File: config.mk
export PLATFORM = sky130hd
export DESIGN_NAME = motor_drive
export DESIGN_NICKNAME = d
export VERILOG_FILES = /design/src/rtl/drive_pkg.sv /design/src/rtl/hbridge_channel.sv /design/src/rtl/motor_drive.sv
export SDC_FILE = /design/constraint.sdc
export NUM_CORES = 1
export LEC_CHECK = 0
export ABC_CLOCK_PERIOD_IN_PS = 9200
export CAP_MARGIN = 20
export CELL_PAD_IN_SITES_DETAIL_PLACEMENT = 1
export CELL_PAD_IN_SITES_GLOBAL_PLACEMENT = 1
export CORE_ASPECT_RATIO = 0.7
export CORE_MARGIN = 3
export CORE_UTILIZATION = 52
export CTS_CLUSTER_DIAMETER = 50
export DETAILED_ROUTE_END_ITERATION = 6
export PLACE_DENSITY = 0.87
export SLEW_MARGIN = 0
export SYNTH_ARGS = -nofsm -noshare
export SYNTH_HDL_FRONTEND = slang
export SYNTH_HIERARCHICAL = 1
export SYNTH_SLANG_ARGS = --single-unit
File: constraint.sdc
create_clock -name clk -period 9.2 [get_ports clk]
set_clock_uncertainty 0.05 [all_clocks]
set_input_delay 1.38 -clock clk [delete_from_list [all_inputs] [get_ports clk]]
set_output_delay 1.38 -clock clk [all_outputs]
set_load 0.01 [all_outputs]
File: src/rtl/drive_pkg.sv
// rtl/drive_pkg.sv - shared types and helpers for the dual H-bridge motor drive
//
// Purpose: direction command encoding, per-channel polarity and state types,
// common widths, and the duty ramp helper used by each channel.
// Ports: none (package).

package drive_pkg;

  localparam int CNT_W   = 14;  // holds PWM_PERIOD up to 16383
  localparam int DEAD_W  = 16;  // holds DEADTIME up to 65535
  localparam int SPEED_W = 21;

  typedef enum logic [1:0] {
    DIR_STRAIGHT = 2'd0,
    DIR_LEFT     = 2'd1,
    DIR_RIGHT    = 2'd2,
    DIR_STOP     = 2'd3
  } dir_e;

  typedef enum logic [1:0] {
    POL_OFF = 2'd0,
    POL_FWD = 2'd1,
    POL_REV = 2'd2
  } pol_e;

  typedef enum logic [1:0] {
    CH_OFF  = 2'd0,
    CH_RUN  = 2'd1,
    CH_DEAD = 2'd2
  } ch_state_e;

  // Move cur toward tgt by at most step, landing exactly on tgt when close.
  function automatic logic [CNT_W-1:0] ramp_toward(
    input logic [CNT_W-1:0] cur,
    input logic [CNT_W-1:0] tgt,
    input logic [CNT_W-1:0] step
  );
    logic [CNT_W-1:0] r;
    r = tgt;
    if (cur < tgt) begin
      if ((tgt - cur) > step) r = cur + step;
    end else if (cur > tgt) begin
      if ((cur - tgt) > step) r = cur - step;
    end
    return r;
  endfunction

endpackage

File: src/rtl/hbridge_channel.sv
// rtl/hbridge_channel.sv - one H-bridge channel: OFF/RUN/DEAD state machine with ramped PWM
//
// Purpose: tracks the commanded polarity for one motor, ramps its duty toward
// the target once per PWM period, and inserts a dead interval with both legs
// off whenever the polarity reverses.
// Ports:
//   clk, reset_n   clock, asynchronous active-low reset
//   tick           one-cycle strobe at the last count of each PWM period
//   cnt_next       value the shared PWM counter takes on the next edge
//   cmd            polarity requested for this motor (OFF/FWD/REV)
//   target         saturated target duty in clk cycles
//   in1, in2, pwm  registered bridge leg controls and enable PWM
//   dead_next      high when the channel will be in DEAD after this edge

module hbridge_channel
  import drive_pkg::*;
#(
  parameter int unsigned DEADTIME  = 500,
  parameter int unsigned RAMP_STEP = 50
) (
  input  logic             clk,
  input  logic             reset_n,
  input  logic             tick,
  input  logic [CNT_W-1:0] cnt_next,
  input  pol_e             cmd,
  input  logic [CNT_W-1:0] target,
  output logic             in1,
  output logic             in2,
  output logic             pwm,
  output logic             dead_next
);

  // A step wider than the counter can never bind, so clamp it to fit.
  localparam int unsigned     STEP_SAT  = (RAMP_STEP > 16383) ? 16383 : RAMP_STEP;
  localparam logic [CNT_W-1:0]  STEP      = CNT_W'(STEP_SAT);
  localparam logic [DEAD_W-1:0] DEAD_LOAD = DEAD_W'(DEADTIME);

  ch_state_e         state, state_n;
  pol_e              pol, pol_n;
  logic [CNT_W-1:0]  duty, duty_n;
  logic [DEAD_W-1:0] dead_cnt, dead_cnt_n;
  logic [CNT_W-1:0]  start_duty;

  assign start_duty = (target < STEP) ? target : STEP;

  always_comb begin
    state_n    = state;
    pol_n      = pol;
    duty_n     = duty;
    // The dead counter runs every clock, independent of the period tick.
    dead_cnt_n = ((state == CH_DEAD) && (dead_cnt != '0)) ? dead_cnt - DEAD_W'(1) : dead_cnt;
    if (tick) begin
      case (state)
        CH_OFF: begin
          if (cmd != POL_OFF) begin
            state_n = CH_RUN;
            pol_n   = cmd;
            duty_n  = start_duty;
          end
        end
        CH_RUN: begin
          if (cmd == POL_OFF) begin
            state_n = CH_OFF;
            pol_n   = POL_OFF;
            duty_n  = '0;
          end else if (cmd != pol) begin
            state_n    = CH_DEAD;
            duty_n     = '0;
            dead_cnt_n = DEAD_LOAD;
          end else begin
            duty_n = ramp_toward(duty, target, STEP);
          end
        end
        CH_DEAD: begin
          // Commands seen during the dead interval are ignored; only the one
          // present at the exit tick decides where the channel goes.
          if (dead_cnt == '0) begin
            if (cmd == POL_OFF) begin
              state_n = CH_OFF;
              pol_n   = POL_OFF;
              duty_n  = '0;
            end else begin
              state_n = CH_RUN;
              pol_n   = cmd;
              duty_n  = start_duty;
            end
          end
        end
        default: begin
          state_n = CH_OFF;
          pol_n   = POL_OFF;
          duty_n  = '0;
        end
      endcase
    end
  end

  assign dead_next = (state_n == CH_DEAD);

  // Outputs are computed from next-state values so that a new duty or state
  // appears exactly when the counter wraps to 0, with no mid-period change.
  always_ff @(posedge clk or negedge reset_n) begin
    if (!reset_n) begin
      state    <= CH_OFF;
      pol      <= POL_OFF;
      duty     <= '0;
      dead_cnt <= '0;
      in1      <= 1'b0;
      in2      <= 1'b0;
      pwm      <= 1'b0;
    end else begin
      state    <= state_n;
      pol      <= pol_n;
      duty     <= duty_n;
      dead_cnt <= dead_cnt_n;
      in1      <= (state_n == CH_RUN) && (pol_n == POL_FWD);
      in2      <= (state_n == CH_RUN) && (pol_n == POL_REV);
      pwm      <= (state_n == CH_RUN) && (cnt_next < duty_n);
    end
  end

endmodule

File: src/rtl/motor_drive.sv
// rtl/motor_drive.sv - dual H-bridge steering drive with shared PWM period
//
// Purpose: free-running PWM counter, registered command inputs, steering to
// per-motor polarity mapping and duty saturation; two hbridge_channel
// instances drive the left and right motors.
// Ports:
//   clk, reset_n                     clock, asynchronous active-low reset
//   enable                           0 forces both channels OFF
//   direction                        0 STRAIGHT, 1 LEFT, 2 RIGHT, 3 STOP
//   speed                            requested duty in clk cycles
//   left_in1, left_in2, left_pwm     left bridge controls
//   right_in1, right_in2, right_pwm  right bridge controls
//   busy                             high while either channel is in DEAD

module motor_drive
  import drive_pkg::*;
#(
  parameter int unsigned PWM_PERIOD = 10000,
  parameter int unsigned DEADTIME   = 500,
  parameter int unsigned RAMP_STEP  = 50
) (
  input  logic               clk,
  input  logic               reset_n,
  input  logic               enable,
  input  logic [1:0]         direction,
  input  logic [SPEED_W-1:0] speed,
  output logic               left_in1,
  output logic               left_in2,
  output logic               left_pwm,
  output logic               right_in1,
  output logic               right_in2,
  output logic               right_pwm,
  output logic               busy
);

  logic [CNT_W-1:0]   cnt, cnt_next;
  logic               tick;
  logic               enable_r;
  dir_e               dir_r;
  logic [SPEED_W-1:0] speed_r;
  pol_e               cmd_l, cmd_r;
  logic [CNT_W-1:0]   target;
  logic               dead_l, dead_r;

  assign tick     = (cnt == CNT_W'(PWM_PERIOD - 1));
  assign cnt_next = tick ? '0 : cnt + CNT_W'(1);

  always_ff @(posedge clk or negedge reset_n) begin
    if (!reset_n) begin
      cnt      <= '0;
      enable_r <= 1'b0;
      dir_r    <= DIR_STOP;
      speed_r  <= '0;
      busy     <= 1'b0;
    end else begin
      cnt      <= cnt_next;
      enable_r <= enable;
      dir_r    <= dir_e'(direction);
      speed_r  <= speed;
      busy     <= dead_l | dead_r;
    end
  end

  assign target = (speed_r > SPEED_W'(PWM_PERIOD)) ? CNT_W'(PWM_PERIOD) : speed_r[CNT_W-1:0];

  // Steering: turning reverses the motor on the inside of the turn.
  always_comb begin
    cmd_l = POL_OFF;
    cmd_r = POL_OFF;
    if (enable_r) begin
      case (dir_r)
        DIR_STRAIGHT: begin cmd_l = POL_FWD; cmd_r = POL_FWD; end
        DIR_LEFT:     begin cmd_l = POL_REV; cmd_r = POL_FWD; end
        DIR_RIGHT:    begin cmd_l = POL_FWD; cmd_r = POL_REV; end
        default:      begin cmd_l = POL_OFF; cmd_r = POL_OFF; end
      endcase
    end
  end

  hbridge_channel #(
    .DEADTIME  (DEADTIME),
    .RAMP_STEP (RAMP_STEP)
  ) u_left (
    .clk       (clk),
    .reset_n   (reset_n),
    .tick      (tick),
    .cnt_next  (cnt_next),
    .cmd       (cmd_l),
    .target    (target),
    .in1       (left_in1),
    .in2       (left_in2),
    .pwm       (left_pwm),
    .dead_next (dead_l)
  );

  hbridge_channel #(
    .DEADTIME  (DEADTIME),
    .RAMP_STEP (RAMP_STEP)
  ) u_right (
    .clk       (clk),
    .reset_n   (reset_n),
    .tick      (tick),
    .cnt_next  (cnt_next),
    .cmd       (cmd_r),
    .target    (target),
    .in1       (right_in1),
    .in2       (right_in2),
    .pwm       (right_pwm),
    .dead_next (dead_r)
  );

endmodule

==> results.json <==
{
  "reg2reg_depth": 25,
  "finalWeightedCongestion": 0.948,
  "drt-wirelength-per-cell_um": 24.0,
  "synthesis.nets": 1397,
  "cts_tree": "built",
  "num_vias": 10400,
  "utilization_pct": 59.0,
  "cp.depth": 25,
  "min_path_type": "flip-flop to flip-flop",
  "layout-drive-gt1-share_pct": 5.50,
  "timing.rr.start": "speed_r[16]$_DFF_PN0_",
  "final_common_cell": "nand2_1",
  "antenna_found_initial": 0,
  "slew_headroom_pct": 33.4,
  "critPathArrivalTime_ns": 8.24,
  "yosysUniqueCellTypes": 83,
  "synthArstFlopShare_pct": 100,
  "layout_common_cells": "116 x nand2_1, 111 x dfrtp_1, 95 x nor2_1, 88 x inv_1, 87 x ha_1",
  "yosys_warnings": 6,
  "synth_area_um2": 10400,
  "synth-seq-area-share_pct": 27.2,
  "clkTransAtPathRegs_ns": 0.06,
  "numClockSinks": 113,
  "nFillCells": 2342,
  "synth_flop_cell": "dfrtp_1",
  "ys_ff_latch": 113,
  "synth_edf_count": 0,
  "start_kind": "flip-flop",
  "cp-end-kind": "flip-flop",
  "crit_path_max_incr_delay_ns": 0.73,
  "gr-usage-all-layers_pct": 34.1,
  "yosys-top-cells-area": "dfrtp_1 27%, ha_1 10%, xnor2_1 5.0%, nand2_1 4.2%, a21oi_1 4.1%",
  "maxCapViolations": 0,
  "ff_latch_area_um2": 2830,
  "insertedDiodeCount": 0,
  "postSynthCellCount": 1280,
  "portBuffers": 32,
  "row_count": 42,
  "cts.repair.resized": 0,
  "synth_top_area_share_pct": 26.7,
  "status": "finished clean",
  "cts_buffers": 17,
  "fin_nets": 1395,
  "power.density_nw_per_um2": 106,
  "yosys.area.top_type": "dfrtp_1",
  "clock_latency_ns": 0.43,
  "finalWirelength_um": 37300,
  "p_leak_nw": 5.08,
  "overflow": 0,
  "clk_path_buf_depth": 2,
  "crit_family": "compound AO/OA/AOI/OAI gates",
  "rrSetupSlack_ns": 1.25,
  "tightest_slew_ns": 0.986,
  "critPathKind": "flip-flop to flip-flop",
  "grt_max_degree": 69,
  "drt_pass1_iterations": 7,
  "slowest_stage": "a21oi_2",
  "cts-root-buf": "clkbuf_16",
  "maxSlewViolCount": 0,
  "die_area_um2": 21800,
  "pin_count": 33,
  "crit_path_max_fanout": 20,
  "grt_pass1_wl_um": 59300,
  "max_freq_mhz": 126,
  "via_per_inst": 6.71,
  "layout_min_cycle_time_ns": 7.95,
  "fin_setup_tns_ns": 0,
  "grt_pass1_vias": 10500,
  "worstReg2RegEnd": "u_right/pwm$_DFF_PN0_",
  "required_ns": 9.49,
  "vdd_drop_max_v": 0.0000947,
  "hold_start": "u_left/dead_cnt[8]$_DFF_PN0_",
  "core-area_um2": 19300,
  "syn2layout_area_growth_pct": 9.20,
  "min_period_over_period_pct": 86.4,
  "hold_end": "u_left/dead_cnt[8]$_DFF_PN0_",
  "syn_avg_cell_area_um2": 8.14,
  "hold_viol_final": 0,
  "path_buf_inv": 1,
  "route.detailed.drc": 0,
  "h-tree-depth": 4,
  "start_util_pct": 54.0,
  "multi_input_area_um2": 6930,
  "setup-violations-final": 0,
  "die_w_um": 175,
  "rsz0062_at_grt": "no",
  "whs_path_depth": 2,
  "postCtsSetupBuffers": 0,
  "fp.dieH_um": 124,
  "drtIter0Drc": 1289,
  "antenna_left": 0,
  "cts_hold_buf": 0,
  "dp_hpwl_um": 27300
}
## how the worst max path moves through the flow
| stage | start | to | slack, ns |
|---|---|---|---|
| 2_1_floorplan | speed_r[16]$_DFF_PN0_ | u_left/pwm$_DFF_PN0_ | 3.37 |
| 3_3_place_gp | speed_r[16]$_DFF_PN0_ | u_right/pwm$_DFF_PN0_ | 2.01 |
| 3_5_place_dp | speed_r[16]$_DFF_PN0_ | u_right/pwm$_DFF_PN0_ | 1.63 |
| 4_1_cts | speed_r[16]$_DFF_PN0_ | u_right/pwm$_DFF_PN0_ | 1.49 |
| 5_1_grt | speed_r[16]$_DFF_PN0_ | u_right/pwm$_DFF_PN0_ | 0.92 |
| 6_report | speed_r[16]$_DFF_PN0_ | u_right/pwm$_DFF_PN0_ | 1.25 |
## stage by stage
stage / std cells / setup WS, ns / area [um^2] / hold WS [ns] / total power, W
4_1_cts: 1554 / 1.49 / 11400 / 0.480 / 0.00122
6_report: 1555 / 1.25 / 11400 / 0.477 / 0.00121
5_1_grt: 1555 / 0.920 / 11400 / 0.528 / 0.00124
3_3_place_gp: 1522 / 2.01 / 10800 / 0.453 / 0.000554
3_5_place_dp: 1522 / 1.63 / 10800 / 0.466 / 0.000556
2_1_floorplan: 1280 / 3.37 / 10400 / 0.430 / 0.000528
## worst register-to-register path, cell delays in order (launching register included)
cell and delay (ns):
dfrtp_1 0.37, or4_4 0.55, nor4_4 0.47, and3_1 0.62, inv_1 0.11, ha_1 0.52
a211o_1 0.37, a21oi_1 0.27, o21ai_0 0.22, a221o_1 0.42, a21o_1 0.25, a21oi_2 0.73
or2_1 0.52, o21ai_0 0.19, o21a_1 0.22, ha_1 0.31, a21o_1 0.18, a21o_1 0.17
a21o_1 0.17, a21oi_1 0.15, nor2b_1 0.07, o21ai_0 0.15, nand2b_1 0.12, a221oi_1 0.34
nand3_1 0.14, o21ai_0 0.19
## registers in the layout, indices dropped and copies added, names as in the netlist, 2 cells and up
name	cells
u_left/pol	2
dir_r	2
u_left/state	2
cnt	14
u_left/dead_cnt	16
speed_r	21
u_right/dead_cnt	16
u_left/duty	14
u_right/state	2
u_right/duty	14
u_right/pol	2
## cell families after synthesis
logic type                 count (synthesis)  synth area share, %
xor gates and xnor gates                  84                 7.06
DFF                                      113                 27.2
adders and majority gates                 91                 11.2
and+or+nand+nor                          473                 23.4
buffers and inverters                    150                 6.30
AOI/OAI and AO/OA                        359                 23.8
muxes                                     10                0.985
## metal layers
layer / GRT usage, % / vias up / part of all wire [%]
li1: - / 4664 / -
met1: 50.0 / 5177 / 47
met2: 49.8 / 513 / 42
met3: 7.31 / 80 / 8.6
met4: 10.9 / 0 / 2.4
met5: 0 / - / 0
## power by group
| part | internal, W | total, W | switching, W |
|---|---|---|---|
| clock network | 0.000383 | 0.000661 | 0.000279 |
| registers | 0.000503 | 0.000507 | 0.00000408 |
| logic | 0.0000157 | 0.0000410 | 0.0000253 |
## synth_stat cells, drive strengths merged, types with 16 or more instances
| cell | count |
|---|---|
| a31oi | 20 |
| nand2 | 116 |
| nor4 | 25 |
| nor2 | 96 |
| a21o | 33 |
| nand4 | 26 |
| dfrtp | 111 |
| xor2 | 25 |
| a221oi | 16 |
| nand2b | 20 |
| nand3 | 46 |
| inv | 89 |
| and3 | 22 |
| xnor2 | 59 |
| nor3 | 40 |
| o21ai | 67 |
| clkbuf | 39 |
| buf | 22 |
| a21oi | 89 |
| or3 | 19 |
| and2 | 19 |
| ha | 87 |
## final cells by class
cell class,count,area share [%]
inverters,89,2.94
clock buffers,18,3.86
clock inverters,14,1.17
multi-input cells,1017,60.9
flip-flops and latches,113,24.9
repair buffers,40,3.32
well taps,264,2.90
(Power assumes the default switching activity.)
